File: config.mk
export PLATFORM = sky130hd
export DESIGN_NAME = sram_arbiter
export DESIGN_NICKNAME = d
export VERILOG_FILES = /design/src/rtl/sram_arbiter.sv
export SDC_FILE = /design/constraint.sdc
export NUM_CORES = 1
export LEC_CHECK = 0
export ABC_CLOCK_PERIOD_IN_PS = 3300
export CAP_MARGIN = 10
export CORE_ASPECT_RATIO = 1.1
export CORE_MARGIN = 2
export CORE_UTILIZATION = 42
export DETAILED_ROUTE_END_ITERATION = 7
export GPL_TIMING_DRIVEN = 0
export MAX_ROUTING_LAYER = met4
export PLACE_DENSITY = 0.84
export SYNTH_ARGS = -nofsm -noshare
export SYNTH_HDL_FRONTEND = slang
export SYNTH_SLANG_ARGS = --single-unit
File: constraint.sdc
create_clock -name Clk -period 3.3 [get_ports Clk]
set_input_delay 0.33 -clock Clk [delete_from_list [all_inputs] [get_ports Clk]]
set_output_delay 0.33 -clock Clk [all_outputs]
set_load 0.01 [all_outputs]
File: src/rtl/sram_arbiter.sv
// Round-robin arbiter sharing one asynchronous SRAM between a CPU port (A) and a secondary master (B).
// One access in flight; all SRAM controls are decoded from registered state.
module sram_arbiter #(
    parameter int ADDR_W        = 20,
    parameter int DATA_W        = 16,
    parameter int ACCESS_CYCLES = 2
) (
    input  logic              Clk,
    input  logic              Reset,
    input  logic              A_req,
    input  logic              A_we,
    input  logic [1:0]        A_be,
    input  logic [ADDR_W-1:0] A_addr,
    input  logic [DATA_W-1:0] A_wdata,
    output logic              A_ack,
    input  logic              B_req,
    input  logic              B_we,
    input  logic [1:0]        B_be,
    input  logic [ADDR_W-1:0] B_addr,
    input  logic [DATA_W-1:0] B_wdata,
    output logic              B_ack,
    output logic [DATA_W-1:0] rdata,
    output logic [ADDR_W-1:0] ADDR,
    output logic              CE,
    output logic              UB,
    output logic              LB,
    output logic              OE,
    output logic              WE,
    output logic [DATA_W-1:0] Data_to_SRAM,
    input  logic [DATA_W-1:0] Data_from_SRAM,
    output logic              sram_drive
);

    typedef enum logic [1:0] {
        IDLE,
        ACCESS,
        DONE
    } state_t;

    state_t     state, state_nxt;
    logic [3:0] cnt;
    logic       last_b;
    logic       gnt_b;
    logic       op_we;
    logic [1:0] op_be;
    logic       any_req;
    logic       pick_b;
    logic       last_access;
    logic       in_access;
    logic       in_done;

    always_ff @(posedge Clk) begin
        if (Reset) begin
            state        <= IDLE;
            cnt          <= '0;
            last_b       <= 1'b1;
            gnt_b        <= 1'b0;
            op_we        <= 1'b0;
            op_be        <= '0;
            ADDR         <= '0;
            Data_to_SRAM <= '0;
            rdata        <= '0;
        end else begin
            state <= state_nxt;
            case (state)
                IDLE: begin
                    if (any_req) begin
                        gnt_b        <= pick_b;
                        last_b       <= pick_b;
                        op_we        <= pick_b ? B_we    : A_we;
                        op_be        <= pick_b ? B_be    : A_be;
                        ADDR         <= pick_b ? B_addr  : A_addr;
                        Data_to_SRAM <= pick_b ? B_wdata : A_wdata;
                        cnt          <= '0;
                    end
                end
                ACCESS: begin
                    cnt <= cnt + 4'd1;
                    if (last_access && !op_we)
                        rdata <= Data_from_SRAM;
                end
                default: ;
            endcase
        end
    end

    always_comb begin
        any_req     = A_req || B_req;
        // B wins only when alone, or on a tie when A was the previous grant
        pick_b      = B_req && (!A_req || !last_b);
        last_access = (cnt == 4'(ACCESS_CYCLES - 1));
        in_access   = (state == ACCESS);
        in_done     = (state == DONE);

        state_nxt = state;
        case (state)
            IDLE:    if (any_req) state_nxt = ACCESS;
            ACCESS:  if (last_access) state_nxt = DONE;
            DONE:    state_nxt = IDLE;
            default: state_nxt = IDLE;
        endcase

        CE         = !in_access;
        UB         = !(in_access && op_be[1]);
        LB         = !(in_access && op_be[0]);
        OE         = !(in_access && !op_we);
        WE         = !(in_access && op_we);
        // bus stays driven through DONE after a write for data hold time
        sram_drive = op_we && (in_access || in_done);
        A_ack      = in_done && !gnt_b;
        B_ack      = in_done && gnt_b;
    end

endmodule

==> flow_metrics.py, run 1 <==
metrics = {
    "yosys": {
        "avgSynthCellArea_um2": 9.203,
        "yosysSeqAreaShare": 0.4464,
        "syn_inst": 307,
        "synth_edf_count": 0,
        "ys_types": 29,
        "synth_seq_cells": 63,
        "async_flop_share": 0,
        "synth_flop_cell": "dfxtp_1",
        "yosysWarnings": 0,
        "syn-cell-area_um2": 2825,
        "synth_fp_nets": 411,
    },
    "hold_path": {
        "hold_depth": 2,
        "hp-start": "rdata[4]",
        "hold_path_end": "rdata[4]",
        "hold_class": "reg -> reg",
    },
    "detailed_routing": {
        "totalWireLength_um": 8102,
        "first_pass_iters": 4,
        "drt.antenna.violating_nets": 0,
        "viasPerCell": 5.152,
        "vias": 2890,
        "avgRoutedWirePerCell_um": 14.44,
        "drt_drc_violations_left": 0,
        "drt-initial-drc-count": 113,
    },
    "die": {
        "core.rowCount": 31,
        "die_x_um": 82.20,
        "top_level_ports": 158,
        "core_um2": 6555,
        "fp.dieH_um": 90.02,
        "die_area_um2": 7400,
        "start_util": 0.4310,
    },
    "clock_tree": {
        "clk_pin_slew_ps": 70,
        "ctsHoldBuffers": 0,
        "cts_buffer_depth": 2,
        "clock_sinks": 63,
        "cts_tree": "built",
        "insertion_delay_ps": 330,
        "h-tree-depth": 3,
        "post_cts_resized": 0,
        "root_buffer": "clkbuf_8",
        "postCtsSetupBuffers": 0,
        "numCtsBuffers": 9,
    },
    "power": {
        "swShare": 0.3499,
        "p_int_mw": 2.078,
        "power.density_nw_per_um2": 680.1,
        "p_comb_frac": 0.449,
        "p_clk_frac": 0.215,
        "switchingPower_mw": 1.118,
        "leakage_nw": 1.753,
        "ir_drop_mv": 0.3790,
        "seq_power_share": 0.337,
    },
    "final_layout": {
        "multi_input_area_um2": 1418,
        "final_cells": 561,
        "register_area_um2": 1261,
        "diodes": 0,
        "area_growth_pct": 66.30,
        "fin_area_um2": 4698,
        "drive_gt1_frac": 0.07098,
        "nFillCells": 538,
        "nets": 578,
    },
    "worst_setup_path": {
        "critPathKind": "reg -> out",
        "r2r_slack_ps": 1410,
        "r2r-start": "state[0]",
        "cp.required_ps": 2970,
        "r2r_end": "ADDR[17]",
        "cp-start-kind": "flip-flop",
        "cp_max_fo": 10,
        "critical_path_arrival_ps": 1780,
        "critPathCaptureType": "output pin",
        "rr_worst_depth": 7,
    },
    "global_route": {
        "grt_antenna_before_repair": 0,
        "grt_max_degree": 11,
        "grt_usage": 0.2286,
        "overflow": 0,
        "first_global_vias": 2863,
        "grt_pass1_wl_um": 12930,
    },
    "placement": {
        "numPortBuffers": 156,
        "gp_congestion": 0.7941,
        "dp_cells": 545,
        "dpl-instance-area_um2": 4489,
        "dp_hpwl_um": 6303,
    },
    "sta": {
        "rsz0062_at_grt": "false",
        "final_max_slew_viol_count": 0,
        "fmax_mhz": 474.8,
        "fin_skew_ps": 5.497,
        "worst_slew_pin_slew_ps": 462.2,
        "fin_setup_tns_ps": 0,
        "setup_viol": 0,
        "hold_violations": 0,
        "relSlewSlack": 0.6905,
        "period_share": 0.6382,
        "fin_crit_ps": 2106,
    },
    "job": {
        "max-cap-violations": 0,
    },
    "run_status": {
        "status": "complete, no violations",
    },
}
==> critical path, cell delays in order (launching register included) <==
cell and delay (ps):
dfxtp_1 370, inv_1 100, ha_1 180, buf_2 170, nand2_1 100, clkdlybuf4s50_1 530
==> cell usage in the layout, fill, tap and decap left out, types with 3 or more instances in the layout <==
| cell | count |
|---|---|
| clkdlybuf4s50_1 | 156 |
| dfxtp_1 | 63 |
| nor2_1 | 41 |
| mux2i_1 | 40 |
| a211oi_1 | 39 |
| a21oi_1 | 22 |
| o21ai_0 | 19 |
| nand3_1 | 17 |
| clkbuf_1 | 14 |
| clkbuf_8 | 12 |
| buf_2 | 9 |
| ha_1 | 6 |
| inv_1 | 5 |
| nand2b_1 | 4 |
| buf_4 | 4 |
| nand2_1 | 3 |
| o31ai_1 | 3 |
==> Yosys cell counts, types with 2 or more instances <==
library cell | count | area share
ha_1 | 6 | 0.027
nand2b_1 | 4 | 0.0089
a21oi_1 | 22 | 0.039
buf_2 | 9 | 0.016
inv_1 | 5 | 0.0066
buf_4 | 4 | 0.011
nor3b_2 | 2 | 0.0089
or3b_2 | 2 | 0.0062
nand2_1 | 3 | 0.0040
nor2_1 | 41 | 0.054
nand3_1 | 17 | 0.030
dfxtp_1 | 63 | 0.45
o21ai_0 | 19 | 0.034
or4_1 | 2 | 0.0053
mux2i_1 | 40 | 0.14
and2_1 | 2 | 0.0044
o31ai_1 | 3 | 0.0080
clkbuf_1 | 13 | 0.017
nor2b_1 | 2 | 0.0044
a211oi_1 | 39 | 0.10
==> power groups by stage <==
stage	combinational (mW)	sequential, mW	clock, mW
2_1_floorplan	0.681	1.15	0
3_3_place_gp	1.41	1.08	0
3_5_place_dp	1.44	1.09	0
4_1_cts	1.45	1.08	0.703
5_1_grt	1.57	1.10	0.741
6_report	1.43	1.08	0.687
==> kinds of logic (layout without fill, tap and decap cells) <==
logic type	count (synthesis)	count (layout)	synth area share
AO/OA/AOI/OAI	89	89	0.2015
AND/OR/NAND/NOR	77	77	0.1320
multiplexers	40	40	0.1417
flip-flops	63	63	0.4464
adder cells (fa/ha/maj)	6	6	0.02657
buffers and inverters	32	204	0.05182
==> flip-flops by register name (all words and copies together), names as in the netlist <==
name and cells:
ADDR 20, Data_to_SRAM 16, gnt_b 1, state 2, rdata 16, op_we 1
cnt 4, op_be 2, last_b 1
==> cell type report <==
| cell class | count | share of cell area |
|---|---|---|
| Timing Repair Buffer | 156 | 0.3324 |
| Multi-Input combinational cell | 212 | 0.3017 |
| Sequential cell | 63 | 0.2684 |
| Clock buffer | 13 | 0.03595 |
| Buffer | 27 | 0.02716 |
| Tap cell | 82 | 0.02184 |
| Clock inverter | 3 | 0.008522 |
| Inverter | 5 | 0.003995 |
==> worst max-delay path by stage <==
stage               startpoint       end  slack [ps]  depth (start not counted)
floorplan             state[0]    cnt[3]        1760                          5
global placement         A_req  ADDR[10]        1260                          6
detailed placement       A_req  ADDR[17]        1200                          6
CTS                   state[1]        WE        1180                          5
global route          state[1]        UB        1080                          5
finish                state[1]        WE        1190                          5
==> per-stage QoR <==
step	total power, mW	worst slack, ps	hold WS (ps)	utilization
detailed placement	2.530	1199	471.2	0.6849
CTS	3.226	1179	480.1	0.7167
global route	3.417	1081	498.7	0.7167
global placement	2.487	1258	462.3	0.6849
floorplan	1.833	1762	465.7	-
finish	3.196	1194	478.7	0.7167
==> per-layer routing <==
metal	up-vias	routed length, um	GRT usage
met5	-	0	-
met4	0	158	0.09583
li1	1443	-	-
met1	1307	3337	0.2586
met2	126	4054	0.3831
met3	14	551	0.04618
(Power assumes the default switching activity.)
==> inputs of run 2 (changes only) <==
- ABC_CLOCK_PERIOD_IN_PS: 3300 -> 1820
- CORE_UTILIZATION: 42 -> 35
- PLACE_DENSITY: 0.84 -> 0.74
- clock period: 3.3 -> 1.82 ns (I/O delays scaled with it)
==> run 2 against run 1 <==
Against the previous run:
- clock skew decreased by 2.1 ps
- first-iteration DRC count shrank 19%
- final cell count up 3.7%
- sequential power rose by 81%
- global-route usage down 3.6 points
- critical path type unchanged
- critical endpoint is now sram_drive
==> flow_metrics.py, run 2 (synthesis results as in run 1) <==
metrics = {
    "run_status": {
        "status": "complete, no violations",
    },
    "worst_setup_path": {
        "r2r_end": "rdata[11]",
        "r2r_slack_ps": 170,
        "critical_path_arrival_ps": 1480,
        "critPathKind": "reg -> out",
        "crit_chain": "inv_1 > ha_2 > and2_1 > dlygate4sd2_1",
        "critPathCaptureType": "output pin",
        "cp_max_fo": 3,
        "cp.required_ps": 1640,
        "cp-start-kind": "flip-flop",
        "r2r-start": "state[1]",
        "cp_slowest_cell": "dfxtp_1",
        "rr_worst_depth": 8,
        "critPathMaxStageDelay_ps": 360,
    },
    "die": {
        "fp.dieH_um": 98.23,
        "core_um2": 7870,
        "start_util": 0.3590,
        "core.rowCount": 34,
        "top_level_ports": 158,
        "die_x_um": 89.67,
        "die_area_um2": 8808,
    },
    "hold_path": {
        "hold_class": "in -> reg",
        "hp-start": "Reset",
        "hold_path_end": "state[1]",
        "hold_depth": 3,
    },
    "power": {
        "leakage_nw": 1.781,
        "ir_drop_mv": 0.5555,
        "power.density_nw_per_um2": 1188,
    },
    "clock_tree": {
        "insertion_delay_ps": 330,
        "numCtsBuffers": 9,
        "cts_buffer_depth": 2,
        "h-tree-depth": 3,
        "postCtsSetupBuffers": 0,
        "root_buffer": "clkbuf_8",
        "clock_sinks": 63,
        "ctsHoldBuffers": 0,
        "clk_pin_slew_ps": 60,
        "cts_tree": "built",
    },
    "final_layout": {
        "final_cell_mix": "clkdlybuf4s50_1, dfxtp_1, nor2_1",
        "drive_gt1_frac": 0.07806,
        "diodes": 0,
        "final_util": 0.5981,
        "reg.largest.list": "ADDR: 20 flops, Data_to_SRAM: 16 flops, rdata: 16 flops",
        "fin_area_um2": 4707,
        "area_growth_pct": 66.61,
        "nFillCells": 701,
        "register_area_um2": 1261,
        "layout_commonest_cell": "clkdlybuf4s50_1",
        "multi_input_area_um2": 1429,
        "nets": 576,
        "top_register": "ADDR",
        "largest_reg_flops": 20,
    },
    "detailed_routing": {
        "totalWireLength_um": 8039,
        "drt-initial-drc-count": 91,
        "vias": 2841,
        "drt.antenna.violating_nets": 0,
        "first_pass_iters": 4,
        "viasPerCell": 4.881,
        "avgRoutedWirePerCell_um": 13.81,
        "drt_drc_violations_left": 0,
    },
    "sta": {
        "relSlewSlack": 0.6893,
        "final_max_slew_viol_count": 0,
        "fin_skew_ps": 3.416,
        "worst_slew_pin_slew_ps": 466.1,
        "setup_viol": 0,
        "fmax_mhz": 602.1,
        "timing.final.ws_setup_ps": 159.0,
        "hold_ws_ps": 399.8,
        "period_share": 0.9126,
        "hold_violations": 0,
        "rsz0062_at_grt": "false",
        "fin_crit_ps": 1661,
    },
    "placement": {
        "dp_hpwl_um": 6279,
        "dp_slack_ps": -129.5,
        "gp_congestion": 0.7874,
        "numPortBuffers": 156,
        "dpl-instance-area_um2": 4522,
    },
    "job": {
        "max-cap-violations": 0,
    },
    "global_route": {
        "grt_antenna_before_repair": 0,
        "grt_usage": 0.1927,
        "grt_pass1_wl_um": 13110,
        "overflow": 0,
        "first_global_vias": 2818,
        "grt_max_degree": 11,
    },
}
-- run 2: metrics by stage --
| step | instances | total power, mW | TNS (ps) |
|---|---|---|---|
| 2_1_floorplan | 307 | 3.323 | 0 |
| 3_3_place_gp | 571 | 4.529 | -1858 |
| 3_5_place_dp | 571 | 4.583 | -2211 |
| 4_1_cts | 584 | 5.657 | 0 |
| 5_1_grt | 582 | 6.026 | 0 |
| 6_report | 582 | 5.591 | 0 |
-- run 2: final cells by class --
type                            count  share of cell area
Buffer                             25             0.02685
Clock buffer                       12             0.03509
Clock inverter                      1            0.001063
Inverter                            5            0.003987
Multi-Input combinational cell    212              0.3036
Sequential cell                    63              0.2679
Tap cell                          108             0.02871
Timing Repair Buffer              156              0.3328
-- run 2: critical path: cells and delay by family, from the launching register on --
| family | cells | cell delay [ps] |
|---|---|---|
| buf+inv | 2 | 380 |
| flops | 1 | 360 |
| fa+ha+maj | 1 | 270 |
| simple gates | 1 | 150 |
-- run 2: worst max path at each step --
stage	start	endpoint	depth (start not counted)
3_3_place_gp	A_req	ADDR[5]	6
3_5_place_dp	A_req	ADDR[16]	6
6_report	state[0]	sram_drive	4
2_1_floorplan	state[0]	cnt[3]	5
4_1_cts	state[0]	A_ack	4
5_1_grt	state[1]	rdata[6]	8
-- run 2: power by group --
group	switching [mW]	total, mW	internal [mW]
logic	1.30	2.58	1.29
clock network	0.481	1.06	0.581
registers	0.204	1.95	1.74
total	1.98	5.59	3.61
-- run 2: repair_timing --
| action | CTS | global route |
|---|---|---|
| endpoints found under the setup margin | 26 | 49 |
| gates resized for setup | 6 | 11 |
| pin swaps | 0 | 0 |
-- run 2: routing by layer --
metal  share of wire  global-route usage
met3           0.076             0.04818
met2            0.50              0.3235
met1            0.42              0.2270
met5               0                   -
met4          0.0077             0.04822
